===== src/rtl/tread_pkg.sv =====
// Shared types and mapping functions for the joystick-to-tread converter.
// Tread directions, the per-player A/B target pair and the reversal-filter states.
package tread_pkg;

  typedef enum logic [1:0] {
    STOP = 2'd0,
    FW   = 2'd1,
    BK   = 2'd2
  } tread_dir_t;

  typedef struct packed {
    tread_dir_t a;
    tread_dir_t b;
  } tread_pair_t;

  typedef enum logic {
    RUN  = 1'b0,
    DEAD = 1'b1
  } filt_state_t;

  // Stick vector is {up, down, left, right}.
  function automatic tread_pair_t map_single(input logic [3:0] udlr);
    tread_pair_t r;
    case (udlr)
      4'b1010: r = '{a: STOP, b: FW};
      4'b1000: r = '{a: FW,   b: FW};
      4'b1001: r = '{a: FW,   b: STOP};
      4'b0001: r = '{a: FW,   b: BK};
      4'b0101: r = '{a: BK,   b: STOP};
      4'b0100: r = '{a: BK,   b: BK};
      4'b0110: r = '{a: STOP, b: BK};
      4'b0010: r = '{a: BK,   b: FW};
      default: r = '{a: STOP, b: STOP};
    endcase
    return r;
  endfunction

  function automatic tread_pair_t map_direct(input logic [3:0] udlr);
    tread_pair_t r;
    r.a = STOP;
    r.b = STOP;
    if (udlr[3] && !udlr[2]) r.a = FW;
    else if (udlr[2] && !udlr[3]) r.a = BK;
    if (udlr[1] && !udlr[0]) r.b = FW;
    else if (udlr[0] && !udlr[1]) r.b = BK;
    return r;
  endfunction

  function automatic logic is_reversal(input tread_dir_t cur, input tread_dir_t tgt);
    return ((cur == FW) && (tgt == BK)) || ((cur == BK) && (tgt == FW));
  endfunction

endpackage


===== src/rtl/tread_joy_chan.sv =====
// One player channel: 2-flop synchroniser, debounce, stick-to-tread map and
// one reversal dead-time filter per tread (index 0 = tread A, 1 = tread B).
module tread_joy_chan
  import tread_pkg::*;
#(
  parameter int unsigned DEBOUNCE = 4,
  parameter int unsigned DEADTIME = 8,
  parameter int unsigned CNT_W    = 8
) (
  input  logic       clk_sys,
  input  logic       reset,
  input  logic       ce,
  input  logic [3:0] joy_in,
  input  logic       mode,
  output logic       tread_a_fw,
  output logic       tread_a_bk,
  output logic       tread_b_fw,
  output logic       tread_b_bk,
  output logic       busy
);

  localparam logic [CNT_W-1:0] DEB_MAX  = CNT_W'(DEBOUNCE);
  localparam logic [CNT_W-1:0] DEAD_MAX = CNT_W'(DEADTIME);

  logic [3:0]       sync1_q, sync2_q;
  logic [3:0]       cand_q, cand_d;
  logic [3:0]       acc_q, acc_d;
  logic [CNT_W-1:0] deb_cnt_q, deb_cnt_d;

  tread_pair_t      pair;
  tread_dir_t       tgt    [2];
  tread_dir_t       out_q  [2];
  filt_state_t      st_q   [2];
  logic [CNT_W-1:0] dead_cnt_q [2];

  // A new vector reloads the candidate regardless of ce; only the hold count waits on ce.
  always_comb begin
    cand_d    = cand_q;
    deb_cnt_d = deb_cnt_q;
    acc_d     = acc_q;
    if (sync2_q != cand_q) begin
      cand_d    = sync2_q;
      deb_cnt_d = CNT_W'(1);
    end else if (ce && (deb_cnt_q < DEB_MAX)) begin
      deb_cnt_d = deb_cnt_q + 1'b1;
    end
    if (deb_cnt_d == DEB_MAX) acc_d = cand_d;
  end

  always_ff @(posedge clk_sys) begin
    if (reset) begin
      sync1_q   <= '0;
      sync2_q   <= '0;
      cand_q    <= '0;
      acc_q     <= '0;
      deb_cnt_q <= '0;
    end else begin
      sync1_q   <= joy_in;
      sync2_q   <= sync1_q;
      cand_q    <= cand_d;
      acc_q     <= acc_d;
      deb_cnt_q <= deb_cnt_d;
    end
  end

  always_comb begin
    pair   = mode ? map_direct(acc_q) : map_single(acc_q);
    tgt[0] = pair.a;
    tgt[1] = pair.b;
  end

  // DEAD exits early only to STOP; a target flipping back keeps the full dead time.
  always_ff @(posedge clk_sys) begin
    for (int t = 0; t < 2; t++) begin
      if (reset) begin
        st_q[t]       <= RUN;
        out_q[t]      <= STOP;
        dead_cnt_q[t] <= '0;
      end else begin
        case (st_q[t])
          RUN: begin
            if ((DEADTIME > 0) && is_reversal(out_q[t], tgt[t])) begin
              out_q[t]      <= STOP;
              dead_cnt_q[t] <= '0;
              st_q[t]       <= DEAD;
            end else begin
              out_q[t] <= tgt[t];
            end
          end
          DEAD: begin
            if (tgt[t] == STOP) begin
              st_q[t] <= RUN;
            end else if (ce) begin
              if ((dead_cnt_q[t] + 1'b1) == DEAD_MAX) begin
                out_q[t] <= tgt[t];
                st_q[t]  <= RUN;
              end
              dead_cnt_q[t] <= dead_cnt_q[t] + 1'b1;
            end
          end
          default: begin
            st_q[t]  <= RUN;
            out_q[t] <= STOP;
          end
        endcase
      end
    end
  end

  assign tread_a_fw = (out_q[0] == FW);
  assign tread_a_bk = (out_q[0] == BK);
  assign tread_b_fw = (out_q[1] == FW);
  assign tread_b_bk = (out_q[1] == BK);
  assign busy       = (st_q[0] == DEAD) || (st_q[1] == DEAD);

endmodule


===== src/rtl/tread_joy_mapper.sv =====
// Multi-player 8-way joystick to dual-tread converter; one channel per player,
// the top level only slices the per-player buses.
module tread_joy_mapper
  import tread_pkg::*;
#(
  parameter int unsigned PLAYERS  = 2,
  parameter int unsigned DEBOUNCE = 4,
  parameter int unsigned DEADTIME = 8,
  parameter int unsigned CNT_W    = 8
) (
  input  logic                   clk_sys,
  input  logic                   reset,
  input  logic                   ce,
  input  logic [4*PLAYERS-1:0]   joy_in,
  input  logic [PLAYERS-1:0]     mode,
  output logic [PLAYERS-1:0]     tread_a_fw,
  output logic [PLAYERS-1:0]     tread_a_bk,
  output logic [PLAYERS-1:0]     tread_b_fw,
  output logic [PLAYERS-1:0]     tread_b_bk,
  output logic [PLAYERS-1:0]     busy
);

  for (genvar p = 0; p < PLAYERS; p++) begin : g_player
    tread_joy_chan #(
      .DEBOUNCE (DEBOUNCE),
      .DEADTIME (DEADTIME),
      .CNT_W    (CNT_W)
    ) u_chan (
      .clk_sys    (clk_sys),
      .reset      (reset),
      .ce         (ce),
      .joy_in     (joy_in[4*p +: 4]),
      .mode       (mode[p]),
      .tread_a_fw (tread_a_fw[p]),
      .tread_a_bk (tread_a_bk[p]),
      .tread_b_fw (tread_b_fw[p]),
      .tread_b_bk (tread_b_bk[p]),
      .busy       (busy[p])
    );
  end

endmodule


===== config.mk =====
export PLATFORM = sky130hd
export DESIGN_NAME = tread_joy_mapper
export DESIGN_NICKNAME = d
export VERILOG_FILES = /design/src/rtl/tread_pkg.sv /design/src/rtl/tread_joy_chan.sv /design/src/rtl/tread_joy_mapper.sv
export SDC_FILE = /design/constraint.sdc
export NUM_CORES = 1
export LEC_CHECK = 0
export ABC_AREA = 1
export ABC_CLOCK_PERIOD_IN_PS = 4400
export BUFFER_PORTS_ARGS = -buffer_cell sky130_fd_sc_hd__buf_2
export CAP_MARGIN = 30
export CORE_MARGIN = 2
export CORE_UTILIZATION = 45
export DETAILED_ROUTE_END_ITERATION = 10
export PLACE_DENSITY_LB_ADDON = 0.3
export REMOVE_ABC_BUFFERS = 1
export SYNTH_ARGS = -nofsm -noshare
export SYNTH_HDL_FRONTEND = slang
export SYNTH_SLANG_ARGS = --single-unit

===== constraint.sdc =====
create_clock -name clk_sys -period 4.4 [get_ports clk_sys]
set_clock_uncertainty 0.05 [all_clocks]
set_input_delay 0 -clock clk_sys [delete_from_list [all_inputs] [get_ports clk_sys]]
set_output_delay 0 -clock clk_sys [all_outputs]
set_load 0.01 [all_outputs]

# Word-level counts from Yosys, hierarchy flattened
# Memories as Yosys holds them, arrays and structs flattened. A register that Yosys moved wholly into a read port is not among the register bits.
# Cells that the tools add are included.
word_totals:
  register_bits: 48
  latch_bits: 0
  mem_bits_rw: 44
  romBits: 128
  inputBits: 13
  output_inout_bits: 10
  wordCells: 261
  n_memories: 8
mem_list:
  columns: ["name", "depth", "word_bits", "read_ports", "rd_clocked_by_memory_dff", "wr", "line", "text"]
  rows:
  - ["(no name shown)", 16, 4, 1, 1, 0, "tread_pkg.sv:24", "case (udlr)"]
  - ["(no name shown)", 16, 4, 1, 1, 0, "tread_pkg.sv:24", null]
  - ["g_player[0].u_chan.dead_cnt_q", 2, 8, 2, 0, 2, "tread_joy_chan.sv:34", "logic [CNT_W-1:0] dead_cnt_q [2];"]
  - ["g_player[1].u_chan.dead_cnt_q", 2, 8, 2, 0, 2, "tread_joy_chan.sv:34", null]
  - ["g_player[0].u_chan.out_q", 2, 2, 2, 0, 2, "tread_joy_chan.sv:32", "tread_dir_t out_q [2];"]
  - ["g_player[1].u_chan.out_q", 2, 2, 2, 0, 2, "tread_joy_chan.sv:32", null]
  - ["+2 memories", null, null, null, null, null, null, null]
op_classes:
  add_sub_neg: 6
  multipliers: 0
  n_div: 0
  magnitude_cmp: 2
  eq_ne: 24
  n_shift: 0
  n_mux: 143
  n_bitwise: 32
  n_reduce_logical: 36
op_table:
  columns: ["op", "count"]
  rows:
  - ["2-to-1 mux 1 bit", 103]
  - ["2-to-1 mux 8 bit", 12]
  - ["adder 8 x 1 -> 8 bit (second input constant)", 6]
  - ["2-to-1 mux 2 bit", 20]
  - ["== test 8 x 4 -> 1 bit (second input constant)", 4]
  - ["2-to-1 mux 4 bit", 8]
  - ["OR 1 bit", 32]
  - ["logical AND 1 bit", 18]
  - ["== test 2 x 1 -> 1 bit (second input constant)", 8]
  - ["== test 2 bit (second input constant)", 8]
  - ["== test 8 x 3 -> 1 bit (second input constant)", 2]
  - ["less-than comparator 8 x 3 -> 1 bit (second input constant)", 2]
  - ["zero test 1 bit", 8]
  - ["zero test 2 bit", 4]
  - ["!= test 4 bit", 2]
  - ["logical OR 1 bit", 6]

# Longest topological paths before layout
depth:
  depth_word: 15
  mapped_depth: 15
  depth_no_buf: 15

# By module
# From an unflattened synthesis, not the netlist that was laid out.
unflattened:
  hier_cells: 597
  area_unflattened_um2: 4834.6
modules_own_cells:
  columns: ["mod", "instances", "cells_per_inst", "area_per_inst_um2", "seq_area_each_um2"]
  rows:
  - ["tread_joy_chan (g_player[1].u_chan)", 1, 300, 2431.1, 1221.2]
  - ["tread_joy_chan (g_player[0].u_chan)", 1, 297, 2403.6, 1221.2]

# Worst setup path before layout
# OpenSTA, ideal clock, no wires.
synth_path:
  path_kind: "reg2reg"
  start: "memory g_player[0].u_chan.out_q[1][1] (netlist name)"
  end: "memory g_player[0].u_chan.dead_cnt_q[1][0], enable pin"
  setup_time_ns: 0.376
  arrival_ns: 1.313
  required_ns: 3.974
  slack_ns: 2.661
  stages_incl_launch_ff: 6
  n_path_buf: 0
  synth_period_minus_slack_ns: 1.739
  path_cell_list: "edfxtp_1 nor2_1 inv_1 o22ai_1 o21ai_0 o211ai_1"
synth_rtl:
  columns: ["element", "line"]
  rows:
  - ["from (decl)", "tread_joy_chan.sv:32"]
  - ["to (decl)", "tread_joy_chan.sv:34"]

==> flow_metrics.tcl <==
set metrics [dict create \
    gr-total-overflow 0 \
    synth-edff-count 44 \
    power_mw 1.689 \
    synth_top_flop_cell "dfxtp_1" \
    ys_types 42 \
    reg2reg_slack_ns 2.39 \
    leakage_nw 2.377 \
    die_h_um 108.5 \
    pwr-share-clk_pct 32.1 \
    grt_use_total_pct 15.16 \
    slowest_stage "clkinv_1" \
    drc 0 \
    max_cap_violations 0 \
    synth_commonest_cells "inv_1, nor2_1, nand2_1" \
    worstSetupStartpointType "input port" \
    tightest_slew_ns 0.8228 \
    final.setup.worst_slack_ns 2.015 \
    cts.sinks 100 \
    synth_xor_area_share_pct 3.745 \
    crit_path_cell_trace "dlygate4sd3_1 > buf_2 > clkinv_1 > nand3_1 > nor2_1 > inv_2 > nor2_1 > nand4_1 > a21boi_1 > nor2_1" \
    synthSimpleGateAreaFrac_pct 29.20 \
    finalCoreUtilization_pct 50.41 \
    die-area_sq_um 11760 \
    final_nets 643 \
    final.setup.tns_ns 0 \
    dp_slack_ns 2.154 \
    final-hold-violation-count 0 \
    worstHoldPathType "input port to flip-flop" \
    initial_core_util_pct 45.70 \
    wl_per_cell_um 10.54 \
    final_antenna_net_count 0 \
    synthToLayoutAreaGrowth_pct 10.29 \
    switchingPower_mw 0.4179 \
    dp_hpwl_mm 5.995 \
    seqPwrFrac_pct 59.9 \
    synth_fa_ha_area_share_pct 1.783 \
    switching_share_pct 24.75 \
    die_w_um 108.5 \
    cpMostUsedCell "nor2_1" \
    core_sq_um 10750 \
    io_pins 23 \
    netlist_instances 592 \
    cts_made_buffers 9 \
    finalCritPeriodShare_pct 54.21 \
    root_buffer "clkbuf_8" \
    place_congestion 0.7883 \
    slew_headroom_pct 44.90 \
    final-setup-viol-count 0 \
    crit_fanout 27 \
    ys_top_cells_by_area "edfxtp_1, dfxtp_1, inv_1" \
    intPower_mw 1.271 \
    comb_power_share_pct 8.1 \
    synth_top_family_by_area "simple AND/OR/NAND/NOR gates" \
    powerDensity_nw_per_um2 311.8 \
    synthArstFlopShare_pct 0 \
    postSynthAreaPerCell_sq_um 8.296 \
    diodes 0 \
    vias 3559 \
    ys_warn_count 0 \
    crit_path_end_kind "flip-flop" \
    grt_pass1_vias 3374 \
    via_per_inst 4.634 \
    netlist_area_sq_um 4911 \
    routed_wl_mm 8.096 \
    post_cts_buffers 0 \
    path_class "input port to flip-flop" \
    yosys.area.top_type "edfxtp_1" \
    cts_resized 0 \
    fill_cells 1058 \
    clockBufferDepth 2 \
    grt_pass1_wl_mm 14.17 \
    arrival_ns 2.46 \
    slowest_delay_ns 0.64 \
    drv_slew 0 \
    period_needed_ns 2.385 \
    yosys_register_bits 100 \
    clk_latency_ns 0.36 \
    dr.pass1.iters 5 \
    rows 38 \
    htree_levels 3 \
    synth.most_common_cell "inv_1" \
    path_clk_slew_ns 0.09 \
    grt_setup_unrepaired "false" \
    port_buffers 22 \
    ir_drop_v 0.0001787 \
    synth_compound_area_share_pct 4.688 \
    status "finished, final reports clean" \
    synthMuxAreaShare_pct 0 \
    synth.top_cell.area_share_pct 26.90 \
    fmax_mhz 419.2 \
    cts_tree "yes" \
    yosysSeqAreaShare_pct 49.73 \
    drive_gt1_share_pct 13.38 \
    required_ns 4.47 \
    grt_max_degree 28 \
    antenna_found_initial 0 \
    drtIter0Drc 109 \
]
## repair_timing
action | in CTS | in global routing
endpoints found under the hold margin | 14 | 0
hold buffers | 14 | 0
setup endpoints to repair | 0 | 0
## layout make-up
type | count | area [sq um] | area share (%)
Clock buffer | 10 | 137.6 | 2.541
Clock inverter | 6 | 43.79 | 0.8085
Inverter | 113 | 424.2 | 7.831
Multi-Input combinational cell | 362 | 1936 | 35.74
Sequential cell | 100 | 2442 | 45.09
Tap cell | 140 | 175.2 | 3.234
Timing Repair Buffer | 37 | 257.7 | 4.759
## per-stage QoR
step	hold slack, ns	area [sq um]	instances
final	0.1434	5416	768
after global routing	0.1579	5416	768
after CTS	0.1214	5416	768
after detailed placement	0.1595	5095	738
after global placement	0.1549	5095	738
after floorplan	0.02118	4802	575
## cells in the final DEF, fill, tap and decap left out, drive strengths merged, types with 11 or more instances in the layout
cell type and n:
dfxtp 56, inv 115, nor2 113, dlygate4sd3 14, buf 23, nand2 109, nand3 41, xor2 11
edfxtp 44, nor3 15, o21ai 15
## power by group through the flow
stage	clock network, mW	registers [mW]	logic (mW)
floorplan	0	1.03	0.0909
global placement	0	1.03	0.124
detailed placement	0	1.03	0.128
CTS	0.568	1.01	0.137
global route	0.596	1.02	0.154
finish	0.541	1.01	0.136
## critical path, delay by kind of cell
kind	cells	cell delay [ns]
and+or+nand+nor	5	0.56
AOI/OAI and AO/OA	1	0.21
buffers and inverters	4	1.69
## path summary, 6_finish.rpt
| kind | to | cells after the start | startpoint |
|---|---|---|---|
| max | g_player[1].u_chan.out_q[1][0]$_SDFFCE_PN0P_ | 10 | reset |
| min | g_player[1].u_chan.out_q[0][1]$_DFFE_PP_ | 4 | mode[1] |
| max reg2reg | g_player[0].u_chan.dead_cnt_q[1][2]$_SDFFCE_PN0P_ | 5 | g_player[0].u_chan.out_q[1][1]$_SDFFCE_PN0P_ |
| min reg2reg | g_player[1].u_chan.sync2_q[1]$_SDFF_PP0_ | 2 | g_player[1].u_chan.sync1_q[1]$_SDFF_PP0_ |
## state kept, by name (all words and copies together) (netlist names), named ones only
| register | cells |
|---|---|
| g_player.u_chan.acc_q | 8 |
| g_player.u_chan.cand_q | 8 |
| g_player.u_chan.dead_cnt_q | 32 |
| g_player.u_chan.deb_cnt_q | 16 |
| g_player.u_chan.out_q | 8 |
| g_player.u_chan.st_q | 4 |
| g_player.u_chan.sync1_q | 8 |
| g_player.u_chan.sync2_q | 8 |
## kinds of logic after synthesis
logic type / Yosys count
and+or+nand+nor: 296
buffers and inverters: 130
DFF: 100
AOI/OAI and AO/OA: 38
xor gates and xnor gates: 21
adders and majority gates: 7
## per-layer routing
| layer | part of all wire, % | up-vias | track usage, % |
|---|---|---|---|
| li1 | - | 1910 | - |
| met1 | 47 | 1599 | 18.16 |
| met2 | 48 | 42 | 26.21 |
| met3 | 2.9 | 8 | 3.797 |
| met4 | 1.4 | 0 | 5.678 |
| met5 | 0 | - | 0 |
(Power assumes the default switching activity.)
